`config.mk`:
```
export PLATFORM = sky130hd
export DESIGN_NAME = demux_1_4_scheduler
export DESIGN_NICKNAME = d
export VERILOG_FILES = /design/src/rtl/demux_1_4_scheduler.sv
export SDC_FILE = /design/constraint.sdc
export NUM_CORES = 1
export LEC_CHECK = 0
export ABC_AREA = 1
export CAP_MARGIN = 20
export CORE_ASPECT_RATIO = 0.7
export CORE_MARGIN = 10
export CORE_UTILIZATION = 35
export CTS_CLUSTER_DIAMETER = 30
export DETAILED_ROUTE_END_ITERATION = 6
export PLACE_DENSITY = 0.59
export SLEW_MARGIN = 15
export SYNTH_ARGS = -nofsm -noshare
export SYNTH_HDL_FRONTEND = slang
export SYNTH_SLANG_ARGS = --single-unit
```
`constraint.sdc`:
```
create_clock -name clk -period 2.47 [get_ports clk]
set_input_delay 0.741 -clock clk [delete_from_list [all_inputs] [get_ports clk]]
set_output_delay 0.741 -clock clk [all_outputs]
set_load 0.01 [all_outputs]
```
`src/rtl/demux_1_4_scheduler.sv`:
```
// Round-robin sequencer for a 1-to-4 demux: time-slices one serial source across
// the enabled outputs with a programmable dwell and blanked guard cycles on switch.
module demux_1_4_scheduler #(
    parameter int unsigned DW_W      = 4,
    parameter int unsigned GUARD_CYC = 1
) (
    input  logic            clk,
    input  logic            rst_n,
    input  logic            start,
    input  logic            stop,
    input  logic [3:0]      chan_en,
    input  logic [DW_W-1:0] dwell,
    input  logic            d_in,
    output logic [1:0]      sel,
    output logic            d_out,
    output logic            busy,
    output logic            frame_done
);

    localparam int unsigned GW = $clog2(GUARD_CYC + 1);
    localparam int unsigned CW = (DW_W > GW) ? DW_W : GW;

    typedef enum logic [1:0] {
        IDLE  = 2'd0,
        SCAN  = 2'd1,
        GUARD = 2'd2
    } state_t;

    state_t          state_q, state_d;
    logic [1:0]      sel_q, sel_d;
    logic            gate_q, gate_d;
    logic            busy_q, busy_d;
    logic            frame_done_q, frame_done_d;
    logic            stop_req_q, stop_req_d;
    logic [3:0]      mask_q, mask_d;
    logic [DW_W-1:0] dwell_q, dwell_d;
    logic [CW-1:0]   cnt_q, cnt_d;
    logic [1:0]      nxt;
    logic            frame_end;

    function automatic logic [1:0] lowest_en(input logic [3:0] m);
        lowest_en = 2'd0;
        for (int unsigned i = 4; i > 0; i--) begin
            if (m[i-1]) lowest_en = 2'(i - 1);
        end
    endfunction

    // Circular search above cur; returns cur itself when it is the only enabled channel.
    function automatic logic [1:0] next_en(input logic [3:0] m, input logic [1:0] cur);
        logic       found;
        logic [1:0] idx;
        next_en = cur;
        found   = 1'b0;
        for (int unsigned i = 1; i <= 4; i++) begin
            idx = cur + 2'(i);
            if (!found && m[idx]) begin
                next_en = idx;
                found   = 1'b1;
            end
        end
    endfunction

    assign nxt       = next_en(mask_q, sel_q);
    assign frame_end = (nxt <= sel_q);

    always_comb begin
        state_d      = state_q;
        sel_d        = sel_q;
        gate_d       = gate_q;
        busy_d       = busy_q;
        frame_done_d = 1'b0;
        stop_req_d   = stop_req_q | (busy_q & stop);
        mask_d       = mask_q;
        dwell_d      = dwell_q;
        cnt_d        = cnt_q;

        case (state_q)
            IDLE: begin
                stop_req_d = 1'b0;
                if (start && (|chan_en)) begin
                    mask_d     = chan_en;
                    dwell_d    = (dwell == '0) ? DW_W'(1) : dwell;
                    sel_d      = lowest_en(chan_en);
                    gate_d     = 1'b1;
                    busy_d     = 1'b1;
                    cnt_d      = '0;
                    stop_req_d = stop;
                    state_d    = SCAN;
                end
            end
            SCAN: begin
                gate_d = 1'b1;
                cnt_d  = cnt_q + CW'(1);
                if (cnt_q == CW'(dwell_q) - CW'(1)) begin
                    cnt_d        = '0;
                    frame_done_d = frame_end;
                    if (frame_end && (stop_req_q || stop)) begin
                        gate_d     = 1'b0;
                        busy_d     = 1'b0;
                        sel_d      = 2'd0;
                        stop_req_d = 1'b0;
                        state_d    = IDLE;
                    end else begin
                        sel_d = nxt;
                        if (GUARD_CYC > 0) begin
                            gate_d  = 1'b0;
                            state_d = GUARD;
                        end
                    end
                end
            end
            GUARD: begin
                gate_d = 1'b0;
                cnt_d  = cnt_q + CW'(1);
                if (cnt_q == CW'(GUARD_CYC - 1)) begin
                    gate_d  = 1'b1;
                    cnt_d   = '0;
                    state_d = SCAN;
                end
            end
            default: begin
                state_d    = IDLE;
                sel_d      = 2'd0;
                gate_d     = 1'b0;
                busy_d     = 1'b0;
                stop_req_d = 1'b0;
                cnt_d      = '0;
            end
        endcase
    end

    always_ff @(posedge clk or negedge rst_n) begin
        if (!rst_n) begin
            state_q      <= IDLE;
            sel_q        <= 2'd0;
            gate_q       <= 1'b0;
            busy_q       <= 1'b0;
            frame_done_q <= 1'b0;
            stop_req_q   <= 1'b0;
            mask_q       <= '0;
            dwell_q      <= '0;
            cnt_q        <= '0;
        end else begin
            state_q      <= state_d;
            sel_q        <= sel_d;
            gate_q       <= gate_d;
            busy_q       <= busy_d;
            frame_done_q <= frame_done_d;
            stop_req_q   <= stop_req_d;
            mask_q       <= mask_d;
            dwell_q      <= dwell_d;
            cnt_q        <= cnt_d;
        end
    end

    assign sel        = sel_q;
    assign d_out      = d_in & gate_q;
    assign busy       = busy_q;
    assign frame_done = frame_done_q;

endmodule

```
Yosys cells after proc, flatten, opt, wreduce, memory -nomap -nowiden
Index checks and enable logic that the tools add are counted.

Register bits: 20. Bits of input ports: 13. Output and inout bits: 5. Word-level logic and storage cells: 93.

Add/subtract/negate cells: 5. Order comparisons: 5. Eq/ne operators: 7. Mux-type cells: 46. Bitwise logic cells: 4. Reductions and logical operators: 17.

Operators by type and width (number): $mux W2 (15); $mux W1 (17); $mux W4 (4); $lt A2 B3 Y1 const B (4); $pmux W2 S3 (2); $pmux W4 S3 (1); $pmux W1 S3 (3); $bmux W1 S2 (4); $logic_not A4 Y1 (2); $ne A2 B2 Y1 const B (4); $reduce_and A3 Y1 (2); $logic_and A1 B1 Y1 (5); $add A2 B2 Y2 const B (2); $add A4 B1 Y4 const B (1); $eq A4 B4 Y1 (1); $reduce_and A4 Y1 (1); $reduce_or A4 Y1 (1); $sub A4 B1 Y4 const B (1); $logic_not A1 Y1 (3); $add A2 B1 Y2 const B (1); $and A1 B1 Y1 (2); $eq A2 B1 Y1 const B (1); $eq A2 B2 Y1 const B (1); $le A2 B2 Y1 (1); other kinds (5) (5).

Logic depth before layout (Yosys ltp)
Word-level depth: 18. Mapped depth: 22. Depth with buffers taken out: 21.

Worst setup path before layout
Ideal clock, no wire load.

Path kind: register to register. Start point: register sel_q[0], in the netlist sel[0]. End point: register busy_q, in the netlist busy. Library setup time: 0.127 ns. Data arrival time: 2.163 ns. Required time: 2.343 ns. Path slack: 0.180 ns. Cell stages (with the launch flop): 23. Buffers on the path: 1. Clock period less this slack: 2.290 ns. Cell sequence: dfrtp_1 -> buf_6 -> inv_6 -> nand2_1 -> nand2_2 -> nand2_2 -> nand2_4 -> clkinv_2 -> nand3_1 -> nand3_1 -> nand2_1 -> inv_1 -> ha_1 -> inv_1 -> o21ai_1 -> nand2_1 -> o21ai_1 -> nand2_1 -> inv_1 -> nor2_1 -> nand2_1 -> o21ai_1 -> o21ai_1.

Longest elaborated chain between the ends: 17. Elaborated cells between the ends (all ways): 28. Those cells by class: add/sub (3); order compare (1); eq/ne (1); mux (15); reduce/logical (8).

RTL lines: start: declaration (line 30) `logic [1:0] sel_q, sel_d;`; start signal: assignment (line 145) `sel_q <= sel_d;`; $add A2 B1 Y2 (line 55) `idx = cur + 2'(i);`; $bmux W1 S2 (line 56) `if (!found && m[idx]) begin`; $mux W1 (not written as such) (line 56); $mux W1 (line 56); $logic_not A1 Y1 (line 56); $logic_and A1 B1 Y1 (line 56); $mux W1 (line 56); $logic_not A1 Y1 (line 56); $logic_and A1 B1 Y1 (line 56); $mux W1 (line 56); $logic_not A1 Y1 (line 56); $logic_and A1 B1 Y1 (line 56); $mux W2 (line 56); $le A2 B2 Y1 (*) (line 64) `assign frame_end = (nxt <= sel_q);`; $logic_and A1 B1 Y1 (*) (line 97) `if (frame_end && (stop_req_q || stop)) begin`; $ne A2 B2 Y1 (no line) (*); $reduce_and A4 Y1 (no line) (*); end signal: assignment (line 147) `busy_q <= busy_d;`; end: declaration (line 32) `logic busy_q, busy_d;`.

Every way passes the cells marked *; elsewhere a longest branch is shown, timed or not. The select of a mux whose other input is x is not followed. A chain may end at the register's enable or synchronous reset.

Worst setup path in the final report
Start point: register sel_q[0], in the netlist sel[0]. End point: register sel_q[1], in the netlist sel[1].

Longest elaborated chain between the ends: 18. Elaborated cells between the ends (all ways): 29. Those cells by class: add/sub (3); order compare (1); mux (18); reduce/logical (7).

RTL lines: $add A2 B1 Y2 (line 55); $bmux W1 S2 (line 56); $mux W1 (not written as such) (line 56); $mux W1 (line 56); $logic_not A1 Y1 (line 56); $logic_and A1 B1 Y1 (line 56); $mux W1 (line 56); $logic_not A1 Y1 (line 56); [... 2 more ...]; $logic_not A1 Y1 (line 56); $logic_and A1 B1 Y1 (line 56); $mux W2 (line 56); $le A2 B2 Y1 (line 64); $logic_and A1 B1 Y1 (line 97); $mux W2 (*) (line 97); $mux W2 (*) (line 94) `if (cnt_q == CW'(dwell_q) - CW'(1)) begin`; $pmux W2 S3 (*) (line 77) `case (state_q)`.

Marks and branches as above.

==> results.md <==
- Status: finished, final reports clean
- Setup TNS: 0 ns
- Post-Place Cells: 276
- Clock Path Buffers: 2
- Worst-margin pin slew: 0.303 ns
- Root buf cell: clkbuf_8
- M1 wire length: 1.83 mm
- Clk slew on worst S/H paths: 0.07 ns
- Final min period: 2.46 ns
- Hold_sp: gate_q
- Pwr Density: 1370 nW/um^2
- Vias per cell: 4.61
- Starting Density: 0.361
- Critical path type: reg2reg
- Int Power: 1.42 mW
- Synthesis Warnings: 0
- CTS Buf Count: 3
- Drt pass-1 iters: 5
- RSZ-0062 raised after global routing: yes
- Max Cap Viol: 0
- Syn Inst Count: 198
- Worst Setup SP: sel[0]
- Fmax: 407 MHz
- Post-synth top area share: 0.353
- Final Hold Viols: 0
- Uppermost layer routed: met4
- CTS tree: yes
- Sequential power share: 0.211
- Mapped Nets: 220
- Vias in the first global route: 1258
- ANT nets after route: 0
- Setup Skew: 0.00239 ns
- DRC: 0
- Htree depth: 1
- Met3 Routed Length: 129 um
- Clk pwr share: 0.080
- CTS Hold Bufs: 0
- CP required: 2.66 ns
- Die area: 7040 um^2
- DP Area: 1720 um^2
- Cell variety after synth: 24
- Startpoint Class: register
- Total GRT Usage: 0.0970
- Final net count: 258
- Finished Cell Area: 1940 um^2
- Slew Limit Fails: 0
- Initial antenna violation count: 0
- Syn avg cell area: 7.16 um^2
- I/O pin count: 18
- CP Capture Type: register
- Worst slew margin: 0.797
- Highest fanout seen on the critical path: 7
- Die Height: 73.2 um
- Sink Count: 20
- Final period utilization: 0.994
- Switching Share: 0.468
- Synth area leader: dfrtp_1
- IO Port Bufs: 17
- #FFs+latches synth: 20
- Via count: 1318
- Total Routed Length: 3.46 mm
- Largest net degree at the start of global routing: 21
- Reg-to-Reg Start: sel[0]
- Register-to-Register Path Depth: 21
- Gate power share: 0.709
- Core Region: 3920 um^2
- Worst Path Arrival: 2.65 ns
- First-pass GRT wire length: 5.59 mm
- Cell Area, Synth: 1420 um^2
- Final non-filler cell total: 286
- Layout area overhead: 37.0%
- Routed len/inst: 12.1 um
- Synth top area cells: dfrtp_1 (35%), nand2_1 (17%), ha_1 (7.9%), inv_1 (5.8%), nand3_1 (5.3%)
- Total power: 2.66 mW
- Final setup viols: 0
- WHS Endpoint: gate_q
- Starting DRT DRC Count: 52
- Hold slack final: 0.488 ns
- Register area share after synthesis: 0.353
- Clk_lat worst skew: 0.25 ns
- # rows: 19
- GPL Wtd Cong: 0.847
- Layout cells sized above 1: 0.282
- Post-DP HPWL: 2.51 mm
- Min-Delay Path Depth: 2
- Antenna diodes: 0
- Worst IR drop on VDD: 0.000759 V
- Routed wl met2: 1.48 mm
- GRT Residual Overflow: 0
- Switch Pwr: 1.24 mW
- FF-to-FF End: sel[1]
- Leak pwr: 0.970 nW
- Reg2reg setup slack: 0.01 ns
- Die W: 96.1 um
- Hold Path Class: reg2reg
stage by stage:
stage / util / setup slack [ns]
floorplan: - / 0.180
global placement: 0.438 / -0.0876
detailed placement: 0.438 / -0.0793
CTS: 0.450 / 0.0103
global route: 0.495 / -0.165
finish: 0.495 / 0.0138
state kept, by name, indices dropped and copies added, names as in the netlist:
name / cells
busy: 1
cnt_q: 4
dwell_q: 4
frame_done: 1
gate_q: 1
mask_q: 4
sel: 2
state_q: 2
stop_req_q: 1
kinds of logic after synthesis:
family                     after synthesis  synth area share
and+or+nand+nor                        104             0.335
buffers and inverters                   31            0.0918
adders and majority gates                9            0.0794
DFF                                     20             0.353
AOI/OAI and AO/OA                       29             0.109
xor gates and xnor gates                 5            0.0309
worst max-delay path, cell delays in order (launching register included):
cell,delay (ns)
dfrtp_2,0.48
clkinv_4,0.13
nand2_4,0.09
nand2_4,0.07
nand2_4,0.07
nand2_4,0.08
o21ai_2,0.19
nand3_2,0.10
nand2_1,0.08
inv_2,0.05
ha_4,0.26
inv_2,0.02
o21ai_1,0.10
nand2_1,0.08
o21ai_1,0.07
nand2_1,0.10
inv_2,0.09
buf_6,0.10
nand3_2,0.06
nand2_1,0.05
nand2_1,0.05
nand2_1,0.06
routing by layer:
metal | vias up | GRT usage
li1 | 707 | -
met3 | 2 | 0.0298
met4 | 0 | 0.00979
met1 | 593 | 0.135
met2 | 16 | 0.147
met5 | - | 0
cells in the mapped netlist:
| cell | n |
|---|---|
| nand3_1 | 15 |
| nor2_4 | 1 |
| inv_6 | 1 |
| buf_6 | 1 |
| nand2_1 | 66 |
| o21ai_1 | 12 |
| o211ai_1 | 1 |
| o2111ai_1 | 1 |
| ha_1 | 9 |
| o21ai_0 | 7 |
| nand2_2 | 7 |
| nand4_1 | 3 |
| nor4_1 | 1 |
| clkinv_2 | 1 |
| xor2_1 | 5 |
| nand3_2 | 1 |
| a21oi_1 | 7 |
| dfrtp_1 | 20 |
| a21oi_2 | 1 |
| nor2_2 | 1 |
| inv_1 | 22 |
| nand2_4 | 3 |
| nor2_1 | 6 |
| inv_2 | 6 |
layout by cell type (no fill, tap or decap), types with 2 or more instances in the layout:
cell,n
nand2_1,59
dfrtp_1,19
inv_1,18
clkdlybuf4s50_1,16
buf_4,14
o21ai_1,11
inv_2,10
nand2_2,9
nand3_2,8
nand2_4,8
nand3_1,8
a21oi_1,7
o21ai_0,7
ha_1,7
xor2_1,5
nor2_1,4
nor2_2,3
nand4_1,3
clkbuf_8,3
buf_6,3
ha_4,2
how the worst max path moves through the flow:
stage          cells past startpoint         end  slack [ns]
5_1_grt                           20  stop_req_q       -0.16
6_report                          21      sel[1]        0.01
2_1_floorplan                     22        busy        0.18
3_3_place_gp                       4       d_out       -0.09
3_5_place_dp                       4       d_out       -0.08
4_1_cts                           21  stop_req_q        0.01
timing repair:
item / 4_1_cts / 5_1_grt
pin swaps: 0 / 12
buffers inserted: 1 / 6
setup endpoints to repair: 4 / 5
hold endpoints to repair: 0 / 0
resized for setup: 3 / 34
power by group through the flow:
stage	Clock, mW	Sequential [mW]	Combinational, mW
after detailed placement	0	0.566	1.41
after global routing	0.235	0.576	2.12
final	0.214	0.561	1.88
after global placement	0	0.566	1.41
after floorplan	0	0.540	1.01
after CTS	0.222	0.556	1.44
area by class of cell:
class	instances	area [um^2]
tap	52	65.1
inverter	30	120
sequential	20	502
fill	368	1980
multi-input combinational	147	906
timing repair buffer	34	308
clock buffer	3	41.3
No activity file was read; power rests on OpenSTA's default activity.
